## config.mk

```make
export PLATFORM = sky130hd
export DESIGN_NAME = mem_req_rr_arbiter
export DESIGN_NICKNAME = d
export VERILOG_FILES = /design/src/rtl/mem_req_rr_arbiter.sv
export SDC_FILE = /design/constraint.sdc
export NUM_CORES = 1
export LEC_CHECK = 0
export BUFFER_PORTS_ARGS = -buffer_cell sky130_fd_sc_hd__buf_2
export CORE_MARGIN = 1
export CORE_UTILIZATION = 40
export DETAILED_ROUTE_END_ITERATION = 12
export PLACE_DENSITY = 0.8
export SYNTH_ARGS = -nofsm -noshare
export SYNTH_HDL_FRONTEND = slang
export SYNTH_SLANG_ARGS = --single-unit
```

## constraint.sdc

```tcl
create_clock -name clock -period 3.2 [get_ports clock]
set_input_delay 0.32 -clock clock [delete_from_list [all_inputs] [get_ports clock]]
set_output_delay 0.32 -clock clock [all_outputs]
set_load 0.03 [all_outputs]
```

## src/rtl/mem_req_rr_arbiter.sv

```systemverilog
// Two-port burst arbiter for the memory read-address channel. It holds the grant
// for a whole burst and routes response beats back to the port that owns the burst.
//
// state | meaning
// IDLE  | pick a requester and accept its address/len on the handshake
// REQ   | present the latched request to memory until it is accepted
// RESP  | forward beats to the owner until last or the beat count reaches len
module mem_req_rr_arbiter #(
    parameter int ADDR_W = 32,
    parameter int DATA_W = 32,
    parameter int LEN_W  = 8,
    parameter int RR     = 1
) (
    input  logic              clock,
    input  logic              reset,
    input  logic              io_in_0_valid,
    output logic              io_in_0_ready,
    input  logic [ADDR_W-1:0] io_in_0_bits_addr,
    input  logic [LEN_W-1:0]  io_in_0_bits_len,
    input  logic              io_in_1_valid,
    output logic              io_in_1_ready,
    input  logic [ADDR_W-1:0] io_in_1_bits_addr,
    input  logic [LEN_W-1:0]  io_in_1_bits_len,
    output logic              io_out_valid,
    input  logic              io_out_ready,
    output logic [ADDR_W-1:0] io_out_bits_addr,
    output logic [LEN_W-1:0]  io_out_bits_len,
    output logic              io_out_bits_id,
    input  logic              io_resp_valid,
    output logic              io_resp_ready,
    input  logic [DATA_W-1:0] io_resp_bits_data,
    input  logic              io_resp_bits_last,
    output logic              io_resp_0_valid,
    output logic [DATA_W-1:0] io_resp_0_bits_data,
    output logic              io_resp_0_bits_last,
    output logic              io_resp_1_valid,
    output logic [DATA_W-1:0] io_resp_1_bits_data,
    output logic              io_resp_1_bits_last,
    output logic              io_err
);

    typedef enum logic [1:0] {IDLE, REQ, RESP} state_t;

    state_t             state_q, state_d;
    logic               owner_q, owner_d;
    logic               last_grant_q, last_grant_d;
    logic [ADDR_W-1:0]  addr_q, addr_d;
    logic [LEN_W-1:0]   len_q, len_d;
    logic [LEN_W-1:0]   beat_cnt_q, beat_cnt_d;
    logic               any_req, grant_sel, len_hit, burst_end;

    assign any_req = io_in_0_valid | io_in_1_valid;
    assign grant_sel = (io_in_0_valid && io_in_1_valid) ? ((RR != 0) ? ~last_grant_q : 1'b0)
                                                        : io_in_1_valid;
    assign len_hit   = (beat_cnt_q == len_q);
    assign burst_end = io_resp_valid & (io_resp_bits_last | len_hit);

    always_ff @(posedge clock or posedge reset) begin
        if (reset) begin
            state_q      <= IDLE;
            owner_q      <= 1'b0;
            last_grant_q <= 1'b1;
            addr_q       <= '0;
            len_q        <= '0;
            beat_cnt_q   <= '0;
        end else begin
            state_q      <= state_d;
            owner_q      <= owner_d;
            last_grant_q <= last_grant_d;
            addr_q       <= addr_d;
            len_q        <= len_d;
            beat_cnt_q   <= beat_cnt_d;
        end
    end

    always_comb begin
        state_d             = state_q;
        owner_d             = owner_q;
        last_grant_d        = last_grant_q;
        addr_d              = addr_q;
        len_d               = len_q;
        beat_cnt_d          = beat_cnt_q;
        io_in_0_ready       = 1'b0;
        io_in_1_ready       = 1'b0;
        io_out_valid        = 1'b0;
        io_resp_ready       = 1'b0;
        io_resp_0_valid     = 1'b0;
        io_resp_0_bits_data = '0;
        io_resp_0_bits_last = 1'b0;
        io_resp_1_valid     = 1'b0;
        io_resp_1_bits_data = '0;
        io_resp_1_bits_last = 1'b0;
        io_err              = 1'b0;

        case (state_q)
            IDLE: begin
                // Ready is masked while reset is held so nothing looks accepted.
                io_in_0_ready = any_req & ~grant_sel & ~reset;
                io_in_1_ready = any_req & grant_sel & ~reset;
                if (any_req) begin
                    owner_d    = grant_sel;
                    addr_d     = grant_sel ? io_in_1_bits_addr : io_in_0_bits_addr;
                    len_d      = grant_sel ? io_in_1_bits_len : io_in_0_bits_len;
                    beat_cnt_d = '0;
                    state_d    = REQ;
                end
            end
            REQ: begin
                io_out_valid = 1'b1;
                if (io_out_ready) state_d = RESP;
            end
            RESP: begin
                io_resp_ready = 1'b1;
                if (io_resp_valid) begin
                    beat_cnt_d = beat_cnt_q + LEN_W'(1);
                    if (owner_q) begin
                        io_resp_1_valid     = 1'b1;
                        io_resp_1_bits_data = io_resp_bits_data;
                        io_resp_1_bits_last = io_resp_bits_last;
                    end else begin
                        io_resp_0_valid     = 1'b1;
                        io_resp_0_bits_data = io_resp_bits_data;
                        io_resp_0_bits_last = io_resp_bits_last;
                    end
                end
                // Ending at equality lets a full-width len run 2**LEN_W beats without wrap.
                if (burst_end) begin
                    io_err       = io_resp_bits_last ^ len_hit;
                    last_grant_d = owner_q;
                    state_d      = IDLE;
                end
            end
            default: state_d = IDLE;
        endcase
    end

    assign io_out_bits_addr = addr_q;
    assign io_out_bits_len  = len_q;
    assign io_out_bits_id   = owner_q;

endmodule

```

==> flow_metrics.py, run 1 <==
metrics = {
    "routing": {
        "vias": 3366,
        "via_per_inst": 5.171,
        "drtAntennaViolNets": 0,
        "wirelength_um": 10180,
        "drtIter0Drc": 148,
        "first_pass_iters": 4,
        "wl_per_cell_um": 15.64,
        "drc_errors": 0,
    },
    "clocking": {
        "cts_hold_buf": 0,
        "h-tree-depth": 2,
        "path_clk_slew_ns": 0.09,
        "insertion_delay_ns": 0.30,
        "cts_made_buffers": 5,
        "post_cts_resized": 0,
        "postCtsSetupBuffers": 0,
        "clock_sinks": 52,
        "cts_tree": "yes",
        "cts_root_buf": "clkbuf_8",
        "clock_path_buffers": 2,
    },
    "global_route": {
        "grt_pass1_wl_um": 15750,
        "grt_max_degree": 66,
        "grt_use_total": 0.2433,
        "grt_pass1_vias": 3166,
        "grt-ovfl-total": 0,
        "grt_antenna_before_repair": 1,
    },
    "sta": {
        "setup_violations": 0,
        "fin_setup_tns_ns": 0,
        "fin_crit_sh": 0.7234,
        "worstMarginPinSlew_ns": 1.074,
        "timing.fmax_mhz": 432.0,
        "fin_crit_ns": 2.315,
        "skew_ns": 0.007070,
        "final-max-slew-violation-count": 0,
        "rsz0062_at_grt": "false",
        "relSlewSlack": 0.2833,
        "hold_viol": 0,
    },
    "worst_setup_path": {
        "worst-path-buf-inv": 1,
        "slowest_delay_ns": 0.43,
        "path_delay_family": "simple AND/OR/NAND/NOR gates",
        "cp-start-kind": "flip-flop",
        "worstSetupEndpointType": "primary output",
        "crit_arrival_ns": 1.99,
        "cp_cell_sequence": "xor2_1, nor4_1, nand2_1, ha_1, nor3b_1, buf_2",
        "worst_ep_required_time_ns": 2.88,
        "slowest_stage": "dfrtp_1",
        "cp_max_fo": 4,
        "path_class": "flip-flop to primary output",
    },
    "logic_synthesis": {
        "synth_nets": 459,
        "synth_area_um2": 3120,
        "ys_seq_area_frac": 0.4174,
        "syn_area_per_cell_um2": 9.232,
        "ys_warn_count": 0,
        "synth_edf_count": 0,
        "synth_ff_type": "dfrtp_1",
        "ys_types": 36,
        "synthesis.instances": 338,
        "ys_ff_latch": 52,
        "async_flop_share": 1.000,
    },
    "die": {
        "dieArea_um2": 8159,
        "io_pins": 233,
        "start_util": 0.4212,
        "rows": 31,
        "core_um2": 7408,
        "die_y_um": 90.33,
        "die_x_um": 90.33,
    },
    "power_and_ir_drop": {
        "p_leak_nw": 2.656,
        "clkPwrFrac": 0.103,
        "intPower_w": 0.001725,
        "power_w": 0.003589,
        "power_switching_w": 0.001864,
        "ir_drop_mv": 0.4317,
        "seqPwrFrac": 0.313,
        "swShare": 0.5193,
        "powerDensity_nw_per_um2": 817.7,
        "comb_power_share": 0.584,
    },
    "job": {
        "drv_cap": 0,
    },
    "layout": {
        "area_growth_pct": 40.66,
        "final_util": 0.5925,
        "drive_above_1_share": 0.4537,
        "nets": 671,
    },
    "place": {
        "gp_congestion": 0.8417,
        "dp_hpwl_um": 7900,
        "port_buffers": 232,
    },
    "min_path": {
        "timing.hold.worst.class": "input pin to flip-flop",
    },
    "outcome": {
        "status": "completed",
    },
}
==> stage by stage <==
stage          setup WS [ns]  area (µm²)  hold slack, ns  cells
2_1_floorplan         0.8579        3120          0.4276    338
3_3_place_gp           1.225        4302          0.4954    642
3_5_place_dp           1.208        4302          0.5020    642
4_1_cts               0.8639        4387          0.2347    650
5_1_grt               0.7573        4389          0.2449    651
6_report              0.8852        4389          0.2411    651
==> placed cells by master, fill, tap and decap left out, drive strengths merged <==
master,instances
a22o,1
a31o,1
and3b,1
or2,2
nand2,6
xor2,9
inv,5
buf,238
a21boi,1
or3,3
or4,2
and3,64
nor3b,1
a21oi,5
clkbuf,7
dfstp,1
nand2b,2
mux2i,40
o21ai,87
nand3b,1
nor2b,1
nor3,3
clkinv,1
o31ai,2
nand4b,1
nor2,5
nand4,2
dfrtp,51
o22ai,1
nand3,1
nor4,2
and4b,1
ha,2
diode,1
o211ai,1
==> cells in the mapped netlist (3+ instances only) <==
library cell,count,area [µm²]
o21ai_1,38,190.2
nor2_1,5,18.77
mux2i_1,40,400.4
and3_1,64,400.4
o21ai_0,49,245.2
inv_1,5,18.77
a21oi_1,5,25.02
buf_6,6,67.56
nand2_1,6,22.52
dfrtp_1,51,1276
clkbuf_1,22,82.58
buf_2,5,25.02
or3_1,3,18.77
xor2_1,9,78.83
==> cell families (layout without fill, tap and decap cells) <==
kind of cell             Yosys count  in the layout  synth area share
AO/OA/AOI/OAI                     99             99            0.1648
AND/OR/NAND/NOR                   98             98            0.1941
flip-flops                        52             52            0.4174
multiplexers                      40             40            0.1283
buffers and inverters             38            251           0.06215
XOR/XNOR                           9              9           0.02526
adder cells (fa/ha/maj)            2              2          0.008018
other                              0              1                 0
==> layout make-up <==
class / count / area (µm²)
Multi-Input combinational cell: 248 / 1638
Clock inverter: 1 / 8.758
Fill cell: 681 / 3019
Inverter: 5 / 18.77
Antenna cell: 1 / 2.502
Clock buffer: 7 / 76.32
Sequential cell: 52 / 1303
Timing Repair Buffer: 238 / 1219
Tap cell: 99 / 123.9
==> worst paths after layout <==
check	from	end	slack, ns	cells past startpoint
worst max-delay path	beat_cnt_q[1]	io_err	0.89	6
worst min-delay path	io_out_ready	state_q[0]	0.24	2
worst max register to register	last_grant_q	io_out_bits_len[7]	1.30	4
worst min register to register	io_out_bits_addr[28]	io_out_bits_addr[28]	0.52	2
max in group asynchronous	reset	state_q[1]	2.22	2
min in group asynchronous	reset	io_out_bits_len[1]	0.32	2
==> registers in the layout, summed over array words and instances, names as in the netlist <==
signal,flops
io_out_bits_id,1
io_out_bits_addr,32
state_q,2
io_out_bits_len,8
last_grant_q,1
beat_cnt_q,8
==> power by group through the flow <==
| stage | combinational, W | sequential (W) | clock, W |
|---|---|---|---|
| floorplan | 0.00103 | 0.00162 | 0 |
| global placement | 0.00206 | 0.00112 | 0 |
| detailed placement | 0.00211 | 0.00113 | 0 |
| CTS | 0.00211 | 0.00112 | 0.000383 |
| global route | 0.00225 | 0.00116 | 0.000409 |
| finish | 0.00210 | 0.00112 | 0.000370 |
==> routing by layer <==
metal | GRT usage | part of all wire
met1 | 0.2796 | 0.40
met5 | 0 | 0
met4 | 0.07258 | 0.015
met3 | 0.03704 | 0.055
met2 | 0.4612 | 0.53
Power figures use the tool's default switching activity.
==> inputs of run 2 (changes only) <==
CORE_UTILIZATION = 37   (was 40)
PLACE_DENSITY = 0.78   (was 0.8)
clock period = 2 ns   (was 3.2 ns; I/O delays follow)
==> run 2 against run 1 <==
Compared with the run above: count of clock-buffer cells in the layout decreased by 2; core utilization decreased by 3.4 points; final cell count is 2.2% higher; clock power increased by 130%; total power rose by 70%; sequential share of layout area down 1.1 points; non-clock buffer count is 9 higher; the flow now finishes with violations (setup timing); clock skew increased by 0.0034 ns; flip-flop and latch count unchanged.
==> flow_metrics.py, run 2 (synthesis gave the netlist of run 1 again) <==
metrics = {
    "worst_setup_path": {
        "worstSetupEndpointType": "primary output",
        "cp-start-kind": "flip-flop",
        "worst_ep_required_time_ns": 1.80,
        "crit_arrival_ns": 1.90,
        "cp_max_fo": 5,
        "path_class": "flip-flop to primary output",
    },
    "sta": {
        "fin_crit_sh": 1.052,
        "fin_crit_ns": 2.103,
        "relSlewSlack": 0.5374,
        "worstMarginPinSlew_ns": 0.6931,
        "skew_ns": 0.01048,
        "holdWs_ns": 0.1119,
        "final-max-slew-violation-count": 0,
        "rsz0062_at_grt": "true",
        "fin_setup_tns_ns": -0.1033,
        "timing.fmax_mhz": 475.4,
        "hold_viol": 0,
        "setup_violations": 1,
        "setup_ws_ns": -0.1033,
    },
    "clocking": {
        "path_clk_slew_ns": 0.09,
        "cts_tree": "yes",
        "cts_made_buffers": 5,
        "h-tree-depth": 2,
        "clock_sinks": 52,
        "cts_root_buf": "clkbuf_8",
        "clock_path_buffers": 2,
        "insertion_delay_ns": 0.31,
    },
    "place": {
        "gp_congestion": 0.8525,
        "placedCellCount": 652,
        "port_buffers": 232,
        "place_area_um2": 4369,
        "dp_hpwl_um": 7752,
    },
    "routing": {
        "via_per_inst": 5.176,
        "drtIter0Drc": 183,
        "wl_per_cell_um": 14.92,
        "first_pass_iters": 4,
        "vias": 3442,
        "wirelength_um": 9924,
        "drc_errors": 0,
        "drtAntennaViolNets": 0,
    },
    "global_route": {
        "grt_pass1_vias": 3027,
        "grt_use_total": 0.2142,
        "grt-ovfl-total": 0,
        "grt_pass1_wl_um": 14700,
        "grt_max_degree": 66,
        "grt_antenna_before_repair": 0,
    },
    "die": {
        "start_util": 0.3817,
        "core_um2": 8175,
        "die_x_um": 93.84,
        "io_pins": 233,
        "dieArea_um2": 8805,
        "rows": 33,
        "die_y_um": 93.84,
    },
    "layout": {
        "area_growth_pct": 46.35,
        "n_fill_cell": 728,
        "seq_area_um2": 1304,
        "drive_above_1_share": 0.4696,
        "final_common_cell": "buf_2",
        "nets": 680,
        "largest_reg_flops": 32,
        "final_cell_mix": "buf_2 (231), and3_1 (64), dfrtp_1 (50)",
        "fin_area_um2": 4567,
        "antenna_cells": 0,
        "multi_input_area_um2": 1655,
        "fin_cells": 665,
    },
    "power_and_ir_drop": {
        "comb_power_share": 0.565,
        "p_leak_nw": 2.740,
        "clkPwrFrac": 0.142,
        "ir_drop_mv": 0.7573,
        "power_switching_w": 0.003017,
        "swShare": 0.4938,
        "power_w": 0.006108,
        "powerDensity_nw_per_um2": 1338,
        "seqPwrFrac": 0.293,
        "intPower_w": 0.003092,
    },
    "min_path": {
        "timing.hold.worst.class": "input pin to flip-flop",
    },
    "outcome": {
        "status": "complete, but fails checks",
        "violations": "setup timing",
    },
    "job": {
        "drv_cap": 0,
    },
}
run 2: per-stage QoR:
stage,utilization,setup WS [ns]
3_5_place_dp,0.5344,0.1712
2_1_floorplan,-,0.08099
6_report,0.5586,-0.1033
5_1_grt,0.5586,-0.2517
3_3_place_gp,0.5344,0.2001
4_1_cts,0.5565,-0.1162
run 2: worst paths after layout:
check | startpoint | end | slack [ns] | cells past startpoint
max | beat_cnt_q[2] | io_err | -0.10 | 6
min | io_out_ready | state_q[0] | 0.11 | 2
max reg2reg | state_q[0] | beat_cnt_q[7] | 0.26 | 3
min reg2reg | io_out_bits_addr[0] | io_out_bits_addr[0] | 0.52 | 2
max in group asynchronous | reset | io_out_bits_addr[27] | 0.97 | 4
min in group asynchronous | reset | io_out_bits_id | 0.49 | 3
run 2: metal layers:
metal / share of wire / track usage / vias up
met3: 0.071 / 0.03479 / 11
met1: 0.40 / 0.2518 / 1583
met5: 0 / 0 / -
met2: 0.51 / 0.3978 / 181
met4: 0.014 / 0.06026 / 0
li1: - / - / 1667
run 2: cell type report:
type                            instances  share of cell area
Clock buffer                            5             0.01507
Clock inverter                          3             0.01507
Timing Repair Buffer                  247              0.2890
Multi-Input combinational cell        248              0.3625
Sequential cell                        52              0.2855
Inverter                                5            0.004110
Tap cell                              105             0.02877
run 2: timing repair:
action                     CTS  global route
buffers inserted             4             0
hold endpoints to repair    21             0
hold buffers                 1             0
pin swaps                    3             1
gates resized for setup      1             4
setup endpoints to repair    1             1
run 2: critical path, cell delays in order, from the launching register on:
cell     delay, ns
dfrtp_2       0.45
xor2_1        0.17
nor4_1        0.26
nand2_1       0.10
ha_1          0.28
nor3b_4       0.19
buf_6         0.16
run 2: power groups by stage:
stage | Sequential, W | Combinational (W) | Clock, W
2_1_floorplan | 0.00259 | 0.00165 | 0
3_3_place_gp | 0.00179 | 0.00337 | 0
3_5_place_dp | 0.00181 | 0.00343 | 0
4_1_cts | 0.00179 | 0.00345 | 0.000877
5_1_grt | 0.00185 | 0.00373 | 0.000929
6_report | 0.00179 | 0.00345 | 0.000867
